==> src/rtl/filling_line_ctrl.sv <==
// Multi-lane bottle filling controller: per-lane MOVE/FILL/SEAL/INSPECT FSMs sharing a cork stock and batch counter.
// Optional `JAM_DETECT_EN: the lane timer also runs in MOVE and faults a lane that never sees a bottle.

module filling_lane #(
    parameter int FILL_TIMEOUT = 1000
) (
    input  logic CLK,
    input  logic reset,
    input  logic running,
    input  logic bottle_present,
    input  logic full,
    input  logic approved,
    input  logic rejected,
    input  logic clear_fault,
    input  logic grant,
    input  logic appr_win,
    output logic seal_req,
    output logic appr_req,
    output logic motor,
    output logic valve,
    output logic fill_alarm,
    output logic discard
);
    localparam int TW = $clog2(FILL_TIMEOUT + 1);

    typedef enum logic [2:0] {IDLE, MOVE, FILL, SEAL, INSPECT, FAULT} state_t;

    state_t          state_q, state_d;
    logic [TW-1:0]   timer_q, timer_d;
    logic            discard_q, discard_d;
    logic            timeout, timed;

    assign timeout = (timer_q == TW'(FILL_TIMEOUT - 1));
`ifdef JAM_DETECT_EN
    assign timed = (state_q == FILL) || (state_q == MOVE);
`else
    assign timed = (state_q == FILL);
`endif

    always_comb begin
        state_d   = state_q;
        discard_d = 1'b0;
        case (state_q)
            IDLE:    if (running) state_d = MOVE;
            MOVE: begin
                if (bottle_present) state_d = FILL;
`ifdef JAM_DETECT_EN
                else if (timeout)   state_d = FAULT;
`endif
            end
            // Bottle removal outranks a full reading taken the same cycle.
            FILL: begin
                if (!bottle_present) state_d = FAULT;
                else if (full)       state_d = SEAL;
                else if (timeout)    state_d = FAULT;
            end
            SEAL:    if (grant) state_d = INSPECT;
            INSPECT: begin
                if (rejected || appr_win) begin
                    discard_d = rejected;
                    state_d   = running ? MOVE : IDLE;
                end
            end
            FAULT:   if (clear_fault) state_d = IDLE;
            default: state_d = IDLE;
        endcase
    end

    // Timer restarts on every state change, so it reads zero on the first cycle of FILL.
    assign timer_d = (timed && (state_d == state_q)) ? timer_q + TW'(1) : '0;

    always_ff @(posedge CLK or negedge reset) begin
        if (!reset) begin
            state_q   <= IDLE;
            timer_q   <= '0;
            discard_q <= 1'b0;
        end else begin
            state_q   <= state_d;
            timer_q   <= timer_d;
            discard_q <= discard_d;
        end
    end

    assign seal_req   = (state_q == SEAL);
    assign appr_req   = (state_q == INSPECT) && approved && !rejected;
    assign motor      = (state_q == MOVE);
    assign valve      = (state_q == FILL);
    assign fill_alarm = (state_q == FAULT);
    assign discard    = discard_q;
endmodule

module filling_line_ctrl #(
    parameter int LANES        = 2,
    parameter int BATCH_SIZE   = 12,
    parameter int FILL_TIMEOUT = 1000,
    parameter int STOCK_W      = 8,
    parameter int CNT_W        = 8
) (
    input  logic                          CLK,
    input  logic                          reset,
    input  logic                          start_stop,
    input  logic                          add_stock,
    input  logic [LANES-1:0]              bottle_present,
    input  logic [LANES-1:0]              full,
    input  logic [LANES-1:0]              approved,
    input  logic [LANES-1:0]              rejected,
    input  logic [LANES-1:0]              clear_fault,
    output logic                          running,
    output logic [LANES-1:0]              motor,
    output logic [LANES-1:0]              valve,
    output logic [LANES-1:0]              discard,
    output logic [LANES-1:0]              fill_alarm,
    output logic                          no_stock_alarm,
    output logic [STOCK_W-1:0]            stock_level,
    output logic [$clog2(BATCH_SIZE)-1:0] good_count,
    output logic [CNT_W-1:0]              batch_count,
    output logic                          batch_done
);
    localparam int GW = $clog2(BATCH_SIZE);
    localparam int PW = (LANES > 1) ? $clog2(LANES) : 1;

    logic               running_q, running_d;
    logic [STOCK_W-1:0] stock_q, stock_d;
    logic [GW-1:0]      good_q, good_d;
    logic [CNT_W-1:0]   batch_q, batch_d;
    logic               done_q, done_d;
    logic [PW-1:0]      ptr_q, ptr_d;

    logic [LANES-1:0]   seal_req, appr_req, grant, appr_win;
    logic               gnt_found;
    logic [PW-1:0]      gnt_idx, rr_idx;

    for (genvar l = 0; l < LANES; l++) begin : g_lane
        filling_lane #(.FILL_TIMEOUT(FILL_TIMEOUT)) u_lane (
            .CLK(CLK), .reset(reset), .running(running_q),
            .bottle_present(bottle_present[l]), .full(full[l]),
            .approved(approved[l]), .rejected(rejected[l]), .clear_fault(clear_fault[l]),
            .grant(grant[l]), .appr_win(appr_win[l]),
            .seal_req(seal_req[l]), .appr_req(appr_req[l]),
            .motor(motor[l]), .valve(valve[l]), .fill_alarm(fill_alarm[l]), .discard(discard[l])
        );
    end

    // Round-robin scan starting at the pointer; no grant at all while stock is empty.
    always_comb begin
        grant     = '0;
        gnt_found = 1'b0;
        gnt_idx   = '0;
        rr_idx    = '0;
        for (int i = 0; i < LANES; i++) begin
            rr_idx = PW'((int'(ptr_q) + i) % LANES);
            if (!gnt_found && seal_req[rr_idx] && (stock_q != '0)) begin
                grant[rr_idx] = 1'b1;
                gnt_idx       = rr_idx;
                gnt_found     = 1'b1;
            end
        end
    end

    assign ptr_d    = gnt_found ? PW'((int'(gnt_idx) + 1) % LANES) : ptr_q;
    assign appr_win = appr_req & (~appr_req + LANES'(1));

    always_comb begin
        stock_d = stock_q;
        if (gnt_found && !add_stock)
            stock_d = stock_q - STOCK_W'(1);
        else if (add_stock && !gnt_found && (stock_q != '1))
            stock_d = stock_q + STOCK_W'(1);
    end

    always_comb begin
        good_d  = good_q;
        batch_d = batch_q;
        done_d  = 1'b0;
        if (|appr_win) begin
            if (good_q == GW'(BATCH_SIZE - 1)) begin
                good_d  = '0;
                batch_d = batch_q + CNT_W'(1);
                done_d  = 1'b1;
            end else begin
                good_d  = good_q + GW'(1);
            end
        end
    end

    assign running_d = running_q ^ start_stop;

    always_ff @(posedge CLK or negedge reset) begin
        if (!reset) begin
            running_q <= 1'b0;
            stock_q   <= '0;
            good_q    <= '0;
            batch_q   <= '0;
            done_q    <= 1'b0;
            ptr_q     <= '0;
        end else begin
            running_q <= running_d;
            stock_q   <= stock_d;
            good_q    <= good_d;
            batch_q   <= batch_d;
            done_q    <= done_d;
            ptr_q     <= ptr_d;
        end
    end

    assign running        = running_q;
    assign stock_level    = stock_q;
    assign good_count     = good_q;
    assign batch_count    = batch_q;
    assign batch_done     = done_q;
    assign no_stock_alarm = (|seal_req) && (stock_q == '0);
endmodule

==> config.mk <==
export PLATFORM = sky130hd
export DESIGN_NAME = filling_line_ctrl
export DESIGN_NICKNAME = d
export VERILOG_FILES = /design/src/rtl/filling_line_ctrl.sv
export SDC_FILE = /design/constraint.sdc
export NUM_CORES = 1
export LEC_CHECK = 0
export ABC_AREA = 1
export BUFFER_PORTS_ARGS = -buffer_cell sky130_fd_sc_hd__buf_4
export CAP_MARGIN = 20
export CORE_MARGIN = 2
export CORE_UTILIZATION = 25
export DETAILED_ROUTE_END_ITERATION = 12
export HOLD_SLACK_MARGIN = 0.1
export PLACE_DENSITY_LB_ADDON = 0.15
export REMOVE_ABC_BUFFERS = 1
export SLEW_MARGIN = 5
export SYNTH_ARGS = -nofsm -noshare
export SYNTH_HDL_FRONTEND = slang
export SYNTH_SLANG_ARGS = --single-unit
==> constraint.sdc <==
create_clock -name CLK -period 2.55 [get_ports CLK]
set_input_delay 0.3825 -clock CLK [delete_from_list [all_inputs] [get_ports CLK]]
set_output_delay 0.3825 -clock CLK [all_outputs]
set_load 0.005 [all_outputs]
* Word-level counts from Yosys, hierarchy flattened
Cells that the tools add are included.
Word-level totals: memories 0, memory bits (writable) 0, bits in latches 0, bits in read-only memories 0, logic and storage cells 119, input port bits 14, bits in registers 51
Cells by class: $add $sub $neg 9, shift-type cells 0, eq/ne operators 16, reductions and logical operators 30, magnitude comparators 4, muxes and demuxes 44, div/mod/pow operators 0, bitwise operators 4, multipliers 0
Operators with widths (count):
- two-way mux 3 bit | 16
- case mux 3 bit (6 select lines) | 2
- adder 10 x 1 -> 10 bit, second input constant | 2
- equality test 10 bit, second input constant | 2
- two-way mux 10 bit | 2
- two-way mux 1 bit | 17
- adder 8 x 1 -> 8 bit, second input constant | 2
- two-way mux 8 bit | 2
- logical AND 1 bit | 15
- equality test 3 x 2 -> 1 bit, second input constant | 4
- equality test 3 bit, second input constant | 4
- logical NOT 8 bit | 1
- != test 8 bit, second input constant | 1
- nonzero test 8 bit | 1
- subtractor 8 x 1 -> 8 bit, second input constant | 1
- equality test 3 x 1 -> 1 bit, second input constant | 2
- equality test 3 bit | 2
- logical NOT 3 bit | 2
- logical NOT 1 bit | 5
- adder 4 x 1 -> 4 bit, second input constant | 1
- equality test 4 bit, second input constant | 1
- < comparator 1 x 2 -> 1 bit, second input constant | 2
- two-way mux 2 bit | 2
- two-way mux 4 bit | 1
- other kinds (12) | 17

* Logic depth before layout (Yosys ltp)
depth in word-level cells 14, gate-level depth with buffers 17, depth with buffers taken out 17

* By module
Synthesis repeated with hierarchy kept, for this count alone.
Unflattened totals: cells, all modules 403, area, all modules 3041.7 um^2
By module, submodules not included:
- filling_lane | cells each 110, times used 2, area each 825.8 um^2
- filling_line_ctrl | cells each 183, times used 1, area each 1390.1 um^2

* Worst setup path after synthesis
OpenSTA, ideal clock, no wires.
path kind register to register, start point reg stock_q[5] (netlist: stock_level[5]), end point reg stock_q[7] (netlist: stock_level[7]), buffers on the path 0, setup slack 0.479 ns, arrival 1.954 ns, setup time 0.117 ns, required time 2.433 ns, stages on the path, launching flop included 16, cells stage by stage dfrtp_1 > nor2_1 > nand2_1 > nor2_4 > inv_2 > nand3_2 > inv_1 > ha_1 > nand2_1 > inv_1 > nor2_1 > nand2_1 > a21oi_1 > nand2_1 > nand3_1 > nand2_1
On the way: word-level cells in the longest chain between the ends 11
Ends and longest elaborated chain:
- start, declared | RTL line 123 | logic [STOCK_W-1:0] stock_q, stock_d;
- start signal, assigned | RTL line 198 | stock_q <= stock_d;
- nonzero test 8 bit | RTL line 152 | if (!gnt_found && seal_req[rr_idx] && (stock_q != '0)) begin
- logical AND 1 bit | RTL line 152
- two-way mux 1 bit | RTL line 152
- logical NOT 1 bit | RTL line 152
- logical AND 1 bit (2 in a row) | RTL line 152
- two-way mux 1 bit | RTL line 152
- logical NOT 1 bit | RTL line 167 | else if (add_stock && !gnt_found && (stock_q != '1))
- logical AND 1 bit (2 in a row) | RTL line 167
- nonzero test 2 bit (no line)
Parallel ways exist; a longest one is shown, timed or not. The select of a mux whose other input is x is not followed. A chain may end at the register's enable or synchronous reset.

* Final worst setup path
Same ends and word-level chain as after synthesis.

==> flow_summary_export.csv <==
group,metric,value,unit
detailed_routing,drcViolationCount,0,
setup_path,reg2reg_depth,13,
yosys,syn_inst,381,
grt,grtUsageMet1,0.146,
grt,antenna_found_initial,0,
yosys,yosys_warnings,0,
sta,skew,0.00443,ns
yosys,async_flop_share,1.00,
yosys,synthFlopType,"dfrtp_1",
floorplanning,die_h,115,um
sta,tns,0,ns
run,cap_violations,0,
detailed_routing,wl_per_cell,12.0,um
setup_path,r2r_setup_slack,0.20,ns
hold_path,hold_class,"primary input to async pin",
clock_tree,post_cts_buffers,0,
grt,grtUsageMet3,0.0293,
floorplanning,die_area,0.0133,sq mm
detailed_routing,avgViaCountPerCell,4.24,
sta,period_needed,2.35,ns
sta,timing.fmax,0.426,GHz
floorplanning,die_w,115,um
setup_path,r2r-start,"stock_level[5]",
floorplanning,initial_core_util,0.257,
clock_tree,cts_tree,"yes",
placement,place_ws,0.213,ns
sta,slew_headroom,0.547,
grt,grt-busiest-layer,"met2",
finish,fin_util,0.311,
power,p_leak,1.77,nW
yosys,synth_fa_ha_area_frac,0.0468,
placement,gp_congestion,0.828,
clock_tree,cts_buffer_depth,2,
setup_path,worst_ep_required_time,2.74,ns
clock_tree,path_clk_slew,0.07,ns
yosys,synth-edff-count,0,
finish,final_common_cell,"nand2_1",
detailed_routing,via_count,2522,
yosys,synth_top_family_by_area,"simple AND/OR/NAND/NOR gates",
floorplanning,io_pins,45,
setup_path,crit_type,"register to register",
detailed_routing,postRouteAntennaNets,0,
yosys,yosys.area_share.simple,0.321,
sta,fin_ws,0.205,ns
floorplanning,num_rows,40,
clock_tree,clock-sinks,51,
placement,dpl-instance-area,0.00359,sq mm
finish,syn2layout_area_growth,20.8,%
yosys,syn_area,0.00310,sq mm
yosys,postSynthAreaPerCell,8.14,sq um
sta,tightest_slew,0.679,ns
finish,final_area,0.00375,sq mm
sta,finalHoldViolations,0,
yosys,synth_cell_type_count,37,
setup_path,end_kind,"register",
finish,fin_nets,451,
setup_path,cp.arrival,2.54,ns
power,pwr_density_cell,836,mW/mm^2
setup_path,timing.rr.end,"stock_level[7]",
finish,n_antenna_cell,0,
yosys,synth_compound_area_frac,0.0750,
setup_path,path_max_fanout,7,
sta,holdWs,0.121,ns
clock_tree,clk_latency,0.30,ns
status,status,"finished clean",
power,ir_drop,241,uV
finish,drive_gt1_frac,0.239,
clock_tree,root_buffer,"clkbuf_16",
floorplanning,core,0.0121,sq mm
detailed_routing,drtPass1Iterations,5,
yosys,ys_seq_elements,51,
detailed_routing,drt_iter0_drc,101,
finish,final_cell_mix,"nand2_1 (73), dfrtp_1 (51), inv_1 (49)",
placement,io_buffer_count,44,
yosys,synthMuxAreaShare,0,
grt,grt_max_degree,52,
grt,track_usage,0.116,
sta,slew_viol_final,0,
yosys,yosys.area_share.xor_xnor,0.0565,
grt,grt_pass1_wl,12100,um
clock_tree,cts-htree-levels,2,
placement,place_hpwl,5420,um
clock_tree,cts_inserted_buffers,5,
sta,fin_crit_sh,0.920,
detailed_routing,drt_wl_total,7110,um
setup_path,cp-start-kind,"register",
sta,setup_viol,0,
yosys,yosysSeqAreaShare,0.411,
grt,grt_overflow_total,0,
grt,met2_usage,0.193,
grt,grt_pass1_vias,2563,
[registers in the layout, indices dropped and copies added, names as in the netlist, named ones only]
| name | cells |
|---|---|
| running | 1 |
| good_count | 4 |
| stock_level | 8 |
| g_lane.u_lane.discard | 2 |
| g_lane.u_lane.timer_q | 20 |
| g_lane.u_lane.state_q | 6 |
| batch_count | 8 |
| batch_done | 1 |
[worst max-delay path by stage]
stage / end / startpoint
floorplan: stock_level[7] / stock_level[5]
global placement: stock_level[7] / stock_level[0]
detailed placement: stock_level[7] / stock_level[5]
CTS: stock_level[7] / stock_level[5]
global route: stock_level[7] / g_lane[0].u_lane.state_q[2]
finish: stock_level[7] / stock_level[5]
[logic make-up after synthesis]
family                     count (synthesis)
buffers and inverters                     63
adders and majority gates                 11
DFF                                       51
xor gates and xnor gates                  20
AOI/OAI and AO/OA                         41
and+or+nand+nor                          195
[report_power, final]
group          total, W  switching [W]  internal (W)
Sequential      0.00119       0.000218      0.000970
Clock          0.000702       0.000328      0.000373
Combinational   0.00125       0.000695      0.000551
Total           0.00314        0.00124       0.00189
[through the flow]
step / power, W / instances
finish: 0.00314 / 595
global route: 0.00344 / 595
CTS: 0.00320 / 595
detailed placement: 0.00247 / 587
global placement: 0.00248 / 587
floorplan: 0.00197 / 372
[layout make-up]
class / count / area (sq um)
flip-flops and latches: 51 / 1280
inverters: 54 / 205
fillers: 1278 / 8310
multi-input cells: 267 / 1550
clock buffers: 5 / 125
repair buffers: 47 / 353
well taps: 168 / 210
clock inverters: 3 / 26.3
[routing by layer]
metal  wire, um  part of all wire
met5          0                 0
met2       3490              0.49
met4         44            0.0062
met3        195             0.027
met1       3380              0.48
[synthesized netlist by cell type, types with 7 or more instances]
cell | count | area, sq um
dfrtp_1 | 51 | 1280
inv_1 | 49 | 184
a21oi_1 | 12 | 60.1
buf_4 | 8 | 60.1
o21ai_1 | 7 | 35.0
ha_1 | 10 | 125
nand2_1 | 73 | 274
nand3_1 | 23 | 115
xnor2_1 | 10 | 87.6
xor2_1 | 10 | 87.6
nand2_2 | 7 | 43.8
nand4_1 | 11 | 68.8
o21ai_0 | 14 | 70.1
nor2_2 | 15 | 93.8
nor2_1 | 40 | 150
[timing repair]
| item | 4_1_cts | 5_1_grt |
|---|---|---|
| hold buffers | 0 | 0 |
| setup endpoints to repair | 0 | 1 |
| gates resized for setup | 0 | 1 |
| endpoints found under the hold margin | 0 | 0 |
[critical path, stage by stage, from the launching register on]
cell	delay, ns
dfrtp_1	0.44
nor2_1	0.13
nand2_1	0.09
nor2_4	0.18
inv_2	0.08
nand3_2	0.10
inv_1	0.14
ha_1	0.38
nand2_1	0.09
o21ai_0	0.25
nand2b_1	0.14
nand3_1	0.08
nand3_1	0.08
nand2_1	0.05
Note: power is estimated with default switching activity, not from simulation.
